### src/rtl/regfile_pkg.sv
// Shared definitions for the MIPS register-file write-back path.
// Used by regwrite_queue, regwrite_arb and the write-back queue testbench.
package regfile_pkg;

    localparam int REG_AW   = 5;
    localparam int REG_W    = 32;
    localparam int REG_ZERO = 0;

    typedef struct packed {
        logic [REG_AW-1:0] wreg;
        logic [REG_W-1:0]  data;
    } wr_req_t;

endpackage

### src/rtl/regwrite_queue_if.sv
// Handshake/bus bundle of the write-back queue. Optional macro REGWRITE_QUEUE_BYPASS_EN
// adds the PendingData1/PendingData2 forwarding outputs.
interface regwrite_queue_if #(
    parameter int DEPTH = 4,
    parameter int WIDTH = regfile_pkg::REG_W,
    parameter int AW    = regfile_pkg::REG_AW
);

    logic                     AluValid;
    logic                     AluReady;
    logic [AW-1:0]            AluReg;
    logic [WIDTH-1:0]         AluData;
    logic                     MemValid;
    logic                     MemReady;
    logic [AW-1:0]            MemReg;
    logic [WIDTH-1:0]         MemData;
    logic                     DrainEn;
    logic [WIDTH-1:0]         WriteData;
    logic [AW-1:0]            WriteRegister;
    logic                     RegWrite;
    logic [AW-1:0]            QueryReg1;
    logic [AW-1:0]            QueryReg2;
    logic                     Pending1;
    logic                     Pending2;
    logic [$clog2(DEPTH):0]   Count;
    logic                     Full;
    logic                     Empty;
`ifdef REGWRITE_QUEUE_BYPASS_EN
    logic [WIDTH-1:0]         PendingData1;
    logic [WIDTH-1:0]         PendingData2;
`endif

    // Queue side: consumes requests and queries, drives the register-file write port.
    modport slave (
        input  AluValid, AluReg, AluData, MemValid, MemReg, MemData,
        input  DrainEn, QueryReg1, QueryReg2,
        output AluReady, MemReady, WriteData, WriteRegister, RegWrite,
        output Pending1, Pending2, Count, Full, Empty
`ifdef REGWRITE_QUEUE_BYPASS_EN
        , output PendingData1, PendingData2
`endif
    );

    modport master (
        output AluValid, AluReg, AluData, MemValid, MemReg, MemData,
        output DrainEn, QueryReg1, QueryReg2,
        input  AluReady, MemReady, WriteData, WriteRegister, RegWrite,
        input  Pending1, Pending2, Count, Full, Empty
`ifdef REGWRITE_QUEUE_BYPASS_EN
        , input PendingData1, PendingData2
`endif
    );

endinterface

### src/rtl/regwrite_arb.sv
// Two-source round-robin arbiter (ALU vs load unit) for the write-back queue.
// PrefMem decides ties and flips after every contested grant.
module regwrite_arb
    import regfile_pkg::*;
(
    input  logic clk,
    input  logic rst,
    input  logic alu_valid,
    input  logic mem_valid,
    input  logic accept_ok,
    output logic alu_grant,
    output logic mem_grant,
    output logic any_grant
);

    logic pref_mem_q;
    logic pref_mem_d;

    always_comb begin
        alu_grant  = 1'b0;
        mem_grant  = 1'b0;
        pref_mem_d = pref_mem_q;
        if (accept_ok) begin
            if (alu_valid && mem_valid) begin
                mem_grant  = pref_mem_q;
                alu_grant  = !pref_mem_q;
                pref_mem_d = !pref_mem_q;
            end else if (mem_valid) begin
                mem_grant = 1'b1;
            end else if (alu_valid) begin
                alu_grant = 1'b1;
            end
        end
        any_grant = alu_grant || mem_grant;
    end

    // The load unit wins the first contested cycle after reset.
    always_ff @(posedge clk or posedge rst) begin
        if (rst) begin
            pref_mem_q <= 1'b1;
        end else begin
            pref_mem_q <= pref_mem_d;
        end
    end

endmodule

### src/rtl/regwrite_queue.sv
// Write-back queue in front of the 32x32 MIPS register file: arbitrates ALU/load requests,
// buffers them in a FIFO and reports pending writes. Optional macro REGWRITE_QUEUE_BYPASS_EN.
module regwrite_queue
    import regfile_pkg::*;
#(
    parameter int DEPTH = 4,
    parameter int WIDTH = REG_W,
    parameter int AW    = REG_AW
) (
    input  logic            Clk,
    input  logic            Reset,
    regwrite_queue_if.slave bus
);

    localparam int PW = $clog2(DEPTH);
    localparam int CW = PW + 1;

    logic [AW-1:0]    reg_q  [DEPTH];
    logic [AW-1:0]    reg_d  [DEPTH];
    logic [WIDTH-1:0] data_q [DEPTH];
    logic [WIDTH-1:0] data_d [DEPTH];
    logic [PW-1:0]    head_q, head_d;
    logic [PW-1:0]    tail_q, tail_d;
    logic [CW-1:0]    count_q, count_d;

    logic             alu_grant;
    logic             mem_grant;
    logic             any_grant;
    logic [AW-1:0]    in_reg;
    logic [WIDTH-1:0] in_data;
    logic             full;
    logic             empty;
    logic             push;
    logic             pop;

    logic             pend1;
    logic             pend2;
    logic [PW-1:0]    scan_idx;
`ifdef REGWRITE_QUEUE_BYPASS_EN
    logic [WIDTH-1:0] pdata1;
    logic [WIDTH-1:0] pdata2;
`endif

    assign full  = (count_q == CW'(DEPTH));
    assign empty = (count_q == '0);

    regwrite_arb u_arb (
        .clk       (Clk),
        .rst       (Reset),
        .alu_valid (bus.AluValid),
        .mem_valid (bus.MemValid),
        .accept_ok (!full),
        .alu_grant (alu_grant),
        .mem_grant (mem_grant),
        .any_grant (any_grant)
    );

    // Writes to r0 are acknowledged but dropped; the register file would ignore them anyway.
    assign in_reg  = mem_grant ? bus.MemReg  : bus.AluReg;
    assign in_data = mem_grant ? bus.MemData : bus.AluData;
    assign push    = any_grant && (in_reg != AW'(REG_ZERO));
    assign pop     = !empty && bus.DrainEn;

    always_comb begin
        reg_d   = reg_q;
        data_d  = data_q;
        head_d  = head_q;
        tail_d  = tail_q;
        count_d = count_q;
        if (push) begin
            reg_d[tail_q]  = in_reg;
            data_d[tail_q] = in_data;
            tail_d         = tail_q + PW'(1);
        end
        if (pop) begin
            head_d = head_q + PW'(1);
        end
        case ({push, pop})
            2'b10:   count_d = count_q + CW'(1);
            2'b01:   count_d = count_q - CW'(1);
            default: count_d = count_q;
        endcase
    end

    always_ff @(posedge Clk or posedge Reset) begin
        if (Reset) begin
            for (int i = 0; i < DEPTH; i++) begin
                reg_q[i]  <= '0;
                data_q[i] <= '0;
            end
            head_q  <= '0;
            tail_q  <= '0;
            count_q <= '0;
        end else begin
            reg_q   <= reg_d;
            data_q  <= data_d;
            head_q  <= head_d;
            tail_q  <= tail_d;
            count_q <= count_d;
        end
    end

    // Scan oldest to youngest so the last hit is the youngest matching entry.
    always_comb begin
        pend1    = 1'b0;
        pend2    = 1'b0;
        scan_idx = '0;
`ifdef REGWRITE_QUEUE_BYPASS_EN
        pdata1   = '0;
        pdata2   = '0;
`endif
        for (int k = 0; k < DEPTH; k++) begin
            scan_idx = head_q + PW'(k);
            if (CW'(k) < count_q) begin
                if ((reg_q[scan_idx] == bus.QueryReg1) && (bus.QueryReg1 != AW'(REG_ZERO))) begin
                    pend1 = 1'b1;
`ifdef REGWRITE_QUEUE_BYPASS_EN
                    pdata1 = data_q[scan_idx];
`endif
                end
                if ((reg_q[scan_idx] == bus.QueryReg2) && (bus.QueryReg2 != AW'(REG_ZERO))) begin
                    pend2 = 1'b1;
`ifdef REGWRITE_QUEUE_BYPASS_EN
                    pdata2 = data_q[scan_idx];
`endif
                end
            end
        end
    end

    assign bus.AluReady      = alu_grant;
    assign bus.MemReady      = mem_grant;
    assign bus.RegWrite      = pop;
    assign bus.WriteData     = empty ? '0 : data_q[head_q];
    assign bus.WriteRegister = empty ? '0 : reg_q[head_q];
    assign bus.Pending1      = pend1;
    assign bus.Pending2      = pend2;
    assign bus.Count         = count_q;
    assign bus.Full          = full;
    assign bus.Empty         = empty;
`ifdef REGWRITE_QUEUE_BYPASS_EN
    assign bus.PendingData1  = pdata1;
    assign bus.PendingData2  = pdata2;
`endif

endmodule

### src/flat_wrapper.sv
// flat-port wrapper written by rule: the top's interface ports become plain ports
module regwrite_queue_flat import regfile_pkg::*;
#(
    parameter int DEPTH = 4,
    parameter int WIDTH = REG_W,
    parameter int AW    = REG_AW
)
  (Clk, Reset, bus_AluValid, bus_AluReg, bus_AluData, bus_MemValid, bus_MemReg, bus_MemData, bus_DrainEn, bus_QueryReg1, bus_QueryReg2, bus_AluReady, bus_MemReady, bus_WriteData, bus_WriteRegister, bus_RegWrite, bus_Pending1, bus_Pending2, bus_Count, bus_Full, bus_Empty);
  regwrite_queue_if #(.DEPTH(DEPTH), .WIDTH(WIDTH), .AW(AW)) bus_i ();
  input  logic Clk;
  input  logic Reset;
  input wire logic [$bits(bus_i.AluValid)-1:0] bus_AluValid;
  input wire logic [$bits(bus_i.AluReg)-1:0] bus_AluReg;
  input wire logic [$bits(bus_i.AluData)-1:0] bus_AluData;
  input wire logic [$bits(bus_i.MemValid)-1:0] bus_MemValid;
  input wire logic [$bits(bus_i.MemReg)-1:0] bus_MemReg;
  input wire logic [$bits(bus_i.MemData)-1:0] bus_MemData;
  input wire logic [$bits(bus_i.DrainEn)-1:0] bus_DrainEn;
  input wire logic [$bits(bus_i.QueryReg1)-1:0] bus_QueryReg1;
  input wire logic [$bits(bus_i.QueryReg2)-1:0] bus_QueryReg2;
  output wire logic [$bits(bus_i.AluReady)-1:0] bus_AluReady;
  output wire logic [$bits(bus_i.MemReady)-1:0] bus_MemReady;
  output wire logic [$bits(bus_i.WriteData)-1:0] bus_WriteData;
  output wire logic [$bits(bus_i.WriteRegister)-1:0] bus_WriteRegister;
  output wire logic [$bits(bus_i.RegWrite)-1:0] bus_RegWrite;
  output wire logic [$bits(bus_i.Pending1)-1:0] bus_Pending1;
  output wire logic [$bits(bus_i.Pending2)-1:0] bus_Pending2;
  output wire logic [$bits(bus_i.Count)-1:0] bus_Count;
  output wire logic [$bits(bus_i.Full)-1:0] bus_Full;
  output wire logic [$bits(bus_i.Empty)-1:0] bus_Empty;
  assign bus_i.AluValid = bus_AluValid;
  assign bus_i.AluReg = bus_AluReg;
  assign bus_i.AluData = bus_AluData;
  assign bus_i.MemValid = bus_MemValid;
  assign bus_i.MemReg = bus_MemReg;
  assign bus_i.MemData = bus_MemData;
  assign bus_i.DrainEn = bus_DrainEn;
  assign bus_i.QueryReg1 = bus_QueryReg1;
  assign bus_i.QueryReg2 = bus_QueryReg2;
  assign bus_AluReady = bus_i.AluReady;
  assign bus_MemReady = bus_i.MemReady;
  assign bus_WriteData = bus_i.WriteData;
  assign bus_WriteRegister = bus_i.WriteRegister;
  assign bus_RegWrite = bus_i.RegWrite;
  assign bus_Pending1 = bus_i.Pending1;
  assign bus_Pending2 = bus_i.Pending2;
  assign bus_Count = bus_i.Count;
  assign bus_Full = bus_i.Full;
  assign bus_Empty = bus_i.Empty;
  regwrite_queue #(.DEPTH(DEPTH), .WIDTH(WIDTH), .AW(AW)) u_core (.Clk(Clk), .Reset(Reset), .bus(bus_i));
endmodule
### config.mk
export PLATFORM = sky130hd
export DESIGN_NAME = regwrite_queue_flat
export DESIGN_NICKNAME = d
export VERILOG_FILES = /design/src/rtl/regfile_pkg.sv /design/src/rtl/regwrite_queue_if.sv /design/src/rtl/regwrite_arb.sv /design/src/rtl/regwrite_queue.sv /design/src/flat_wrapper.sv
export SDC_FILE = /design/constraint.sdc
export NUM_CORES = 1
export LEC_CHECK = 0
export CAP_MARGIN = 0
export CELL_PAD_IN_SITES_DETAIL_PLACEMENT = 0
export CELL_PAD_IN_SITES_GLOBAL_PLACEMENT = 1
export CORE_MARGIN = 2
export CORE_UTILIZATION = 30
export DETAILED_ROUTE_END_ITERATION = 6
export PLACE_DENSITY_LB_ADDON = 0.1
export SETUP_SLACK_MARGIN = 0.15
export SLEW_MARGIN = 5
export SYNTH_ARGS = -nofsm -noshare
export SYNTH_HDL_FRONTEND = slang
export SYNTH_HIERARCHICAL = 1
export SYNTH_SLANG_ARGS = --single-unit
### constraint.sdc
create_clock -name Clk -period 13.24 [get_ports Clk]
set_input_delay 2.648 -clock Clk [delete_from_list [all_inputs] [get_ports Clk]]
set_output_delay 2.648 -clock Clk [all_outputs]
set_load 0.03 [all_outputs]
==> out/results.ini <==
[cells_and_area]
layout_common_cells = sky130_fd_sc_hd__nand2_1, sky130_fd_sc_hd__dfrtp_1, sky130_fd_sc_hd__o21ai_0
layout-area-overhead-vs-synth_pct = 26.3
final.fill_count = 2719
layout.cells.most_common = sky130_fd_sc_hd__nand2_1
finish.net_count = 997
layout-drive-gt1-share_pct = 10.6
layout.cell_area.non_filler_sq_mm = 0.0105
antenna_cells_inserted = 0

[placement]
placed_area_sq_mm = 0.00992
detailed_place_hpwl_um = 15500
portBuffers = 135
final_weighted_congestion_of_routability_driven_global_placement = 0.792

[clock_tree]
cts_resized = 0
worst_skew_pair.late_latency_ps = 420
clkSinkCount = 156
cts_setup_buffers = 0
ctsLongestPathBuffers = 2
clock_tree_from_tritoncts = done
clockRootBuffer = sky130_fd_sc_hd__clkbuf_16
cts_hold_buffers = 0
tritoncts.num_buffers = 17
cts-htree-levels = 4
cts.reportedPaths.clkPinSlew_ps = 70

[min_path]
min_delay_worst_endpoint = u_core/data_q[125]
hold_path_class = reg2reg
min_delay_path_depth = 2
holdCritStartpoint = u_core/data_q[125]

[sta]
fin_crit_sh_pct = 59.6
final-hold-violation-count = 0
final.setup_skew_ps = 9.84
timing_max_transition_violations_final = 0
slew-limit-headroom_pct = 30.4
rsz0062_at_grt = no
finalSetupViolations = 0
setup_tns_final_ps = 0
finalCriticalPeriod_ps = 7890
worst_pin_slew_ps = 1040
clock.fmax_mhz = 127

[floorplanning]
design.portCount = 136
rows = 60
die-area_sq_mm = 0.0290
placeableCoreArea_sq_mm = 0.0271
initial_core_util_pct = 30.6
chipHeight_um = 170
die-width_um = 170

[routing]
via_per_inst = 4.75
drt_pre_antenna_iters = 4
antenna_violating_nets_post_route = 0
routed_wire_length_um = 22300
route.detailed.drc = 0
vias = 6094
wl_per_cell_um = 17.4
initialDrtViolationCount = 327

[synth]
ys_seq_area_share_pct = 47.0
synth-async-reset-ratio_pct = 100
yosys_warnings = 6
synthesis.area_per_instance_sq_um = 10.4
postSynthRegisterBits = 156
unique_cell_type_count_in_the_yosys_netlist = 38
synthesis.area_sq_mm = 0.00830
syn-num-nets = 898
synth_ff_type = sky130_fd_sc_hd__dfrtp_1
synth_edf_count = 0
synthesis.instances = 800

[global_route]
antenna_violations_before_repair = 0
gr_util_all_layers_pct = 16.2
grt_pass1_wl_um = 35700
grt_max_degree = 83
vias_in_the_first_global_route = 6398
globalRoute.totalOverflow = 0

[worst_setup_path]
r2r_start = u_core/bus.Count[0]
path_max_fanout = 7
cp_data_arrival_time_ps = 5240
worstReg2RegEnd = u_core/data_q[93]
critical-path-slowest-cell = sky130_fd_sc_hd__clkdlybuf4s50_1
worst_ep_required_time_ps = 10590
worst-setup-path-type = in2out
setup.worst_path.end_class = output port
critical-path-top-cell-by-count = sky130_fd_sc_hd__clkdlybuf4s50_1
r2r_setup_slack_ps = 8890
worst_r2r_path_depth = 12
setup.worst_path.start_class = input pin
slowest_delay_ps = 730
path_cells = clkdlybuf4s50_1, xnor2_1, nor4_2, a22oi_1, a2111oi_0, or3_1, clkdlybuf4s50_1

[pwr]
power.density_cell_area_mw_per_mm2 = 286
cellLeakagePower_uw = 0.00445
vdd_ir_drop_max_uv = 147

[job]
cap_violations = 0

[run_status]
run_status = finished, final reports clean

## cells in the mapped netlist, types with 2 or more instances
master                       n  area, sq um
sky130_fd_sc_hd__clkbuf_1   33          124
sky130_fd_sc_hd__buf_6       3         33.8
sky130_fd_sc_hd__buf_2      26          130
sky130_fd_sc_hd__mux4_1      5          131
sky130_fd_sc_hd__nor3_1      5         25.0
sky130_fd_sc_hd__or4_1       2         15.0
sky130_fd_sc_hd__nor4_1      2         12.5
sky130_fd_sc_hd__ha_1        9          113
sky130_fd_sc_hd__inv_1      14         52.6
sky130_fd_sc_hd__or3_1       2         12.5
sky130_fd_sc_hd__nand4_1     2         12.5
sky130_fd_sc_hd__nand3_1     7         35.0
sky130_fd_sc_hd__xnor2_1    45          394
sky130_fd_sc_hd__o21a_1      2         15.0
sky130_fd_sc_hd__mux2i_1    58          581
sky130_fd_sc_hd__mux4_2     34          766
sky130_fd_sc_hd__mux2i_2     2         27.5
sky130_fd_sc_hd__mux2_2      9          101
sky130_fd_sc_hd__a21oi_1     6         30.0
sky130_fd_sc_hd__a32oi_1     2         17.5
sky130_fd_sc_hd__nor2_1      8         30.0
sky130_fd_sc_hd__dfrtp_1   155         3880
sky130_fd_sc_hd__xor2_1      7         61.3
sky130_fd_sc_hd__o21ai_0   151          756
sky130_fd_sc_hd__and2_1     38          238
sky130_fd_sc_hd__nand2_1   161          604
## cell type report
class	count	area [sq um]	area share, %
Clock buffer	17	425	4.06
Clock inverter	15	145	1.38
Inverter	15	61.3	0.584
Multi-Input combinational cell	565	4060	38.7
Sequential cell	156	3910	37.3
Tap cell	372	465	4.44
Timing Repair Buffer	144	1420	13.5
## worst max-delay path, delay by kind of cell
kind | cells | cell delay, ps
compound gates | 2 | 550
xor+xnor | 1 | 150
buf+inv | 2 | 1400
simple gates | 2 | 490
## flip-flops by register name (all words and copies together) (netlist names)
signal / cells
u_core/head_q: 2
u_core/bus.Count: 3
u_core/u_arb/pref_mem_q: 1
u_core/reg_q: 20
u_core/data_q: 128
u_core/tail_q: 2
## per-layer routing
metal	up-vias	share of wire [%]	track usage, %
li1	2951	-	-
met1	3023	44	20.1
met2	104	52	28.9
met3	16	3.2	3.16
met4	0	1.2	3.83
met5	-	0	0
## where the power goes
part	switching [uW]	internal (uW)	leakage, uW
combinational	930	738	0.00223
clock	219	251	0.000278
sequential	157	711	0.00193
total	1310	1700	0.00445
## worst max path at each step
| stage | startpoint | endpoint | slack (ps) | depth (start not counted) |
|---|---|---|---|---|
| floorplan | Reset | u_core/bus.Count[0] | 6410 | 1 |
| global route | bus_QueryReg1[2] | bus_Pending1 | 5110 | 7 |
| CTS | bus_QueryReg1[2] | bus_Pending1 | 5340 | 7 |
| global placement | bus_QueryReg1[2] | bus_Pending1 | 5260 | 7 |
| detailed placement | bus_QueryReg1[2] | bus_Pending1 | 5350 | 7 |
| finish | bus_QueryReg1[2] | bus_Pending1 | 5350 | 7 |
## metrics by stage
step                      util [%]  hold slack, ps  power [uW]  cells  setup WS [ps]
after CTS                     38.7             483        3070   1284           5340
after detailed placement      36.6             468        2580   1252           5350
after floorplan                  -             445        2020    800           6410
final                         38.7             475        3000   1284           5350
after global placement        36.6             456        2540   1252           5260
after global routing          38.7             500        3240   1284           5110
## cells by family after synthesis
group / count (synthesis) / share of synthesized area [%]
buf+inv: 79 / 4.28
xor+xnor: 52 / 5.49
fa+ha+maj: 9 / 1.36
compound gates: 166 / 10.3
flops: 156 / 47.0
simple gates: 230 / 12.2
mux: 108 / 19.3
No activity file was read; power rests on OpenSTA's default activity.
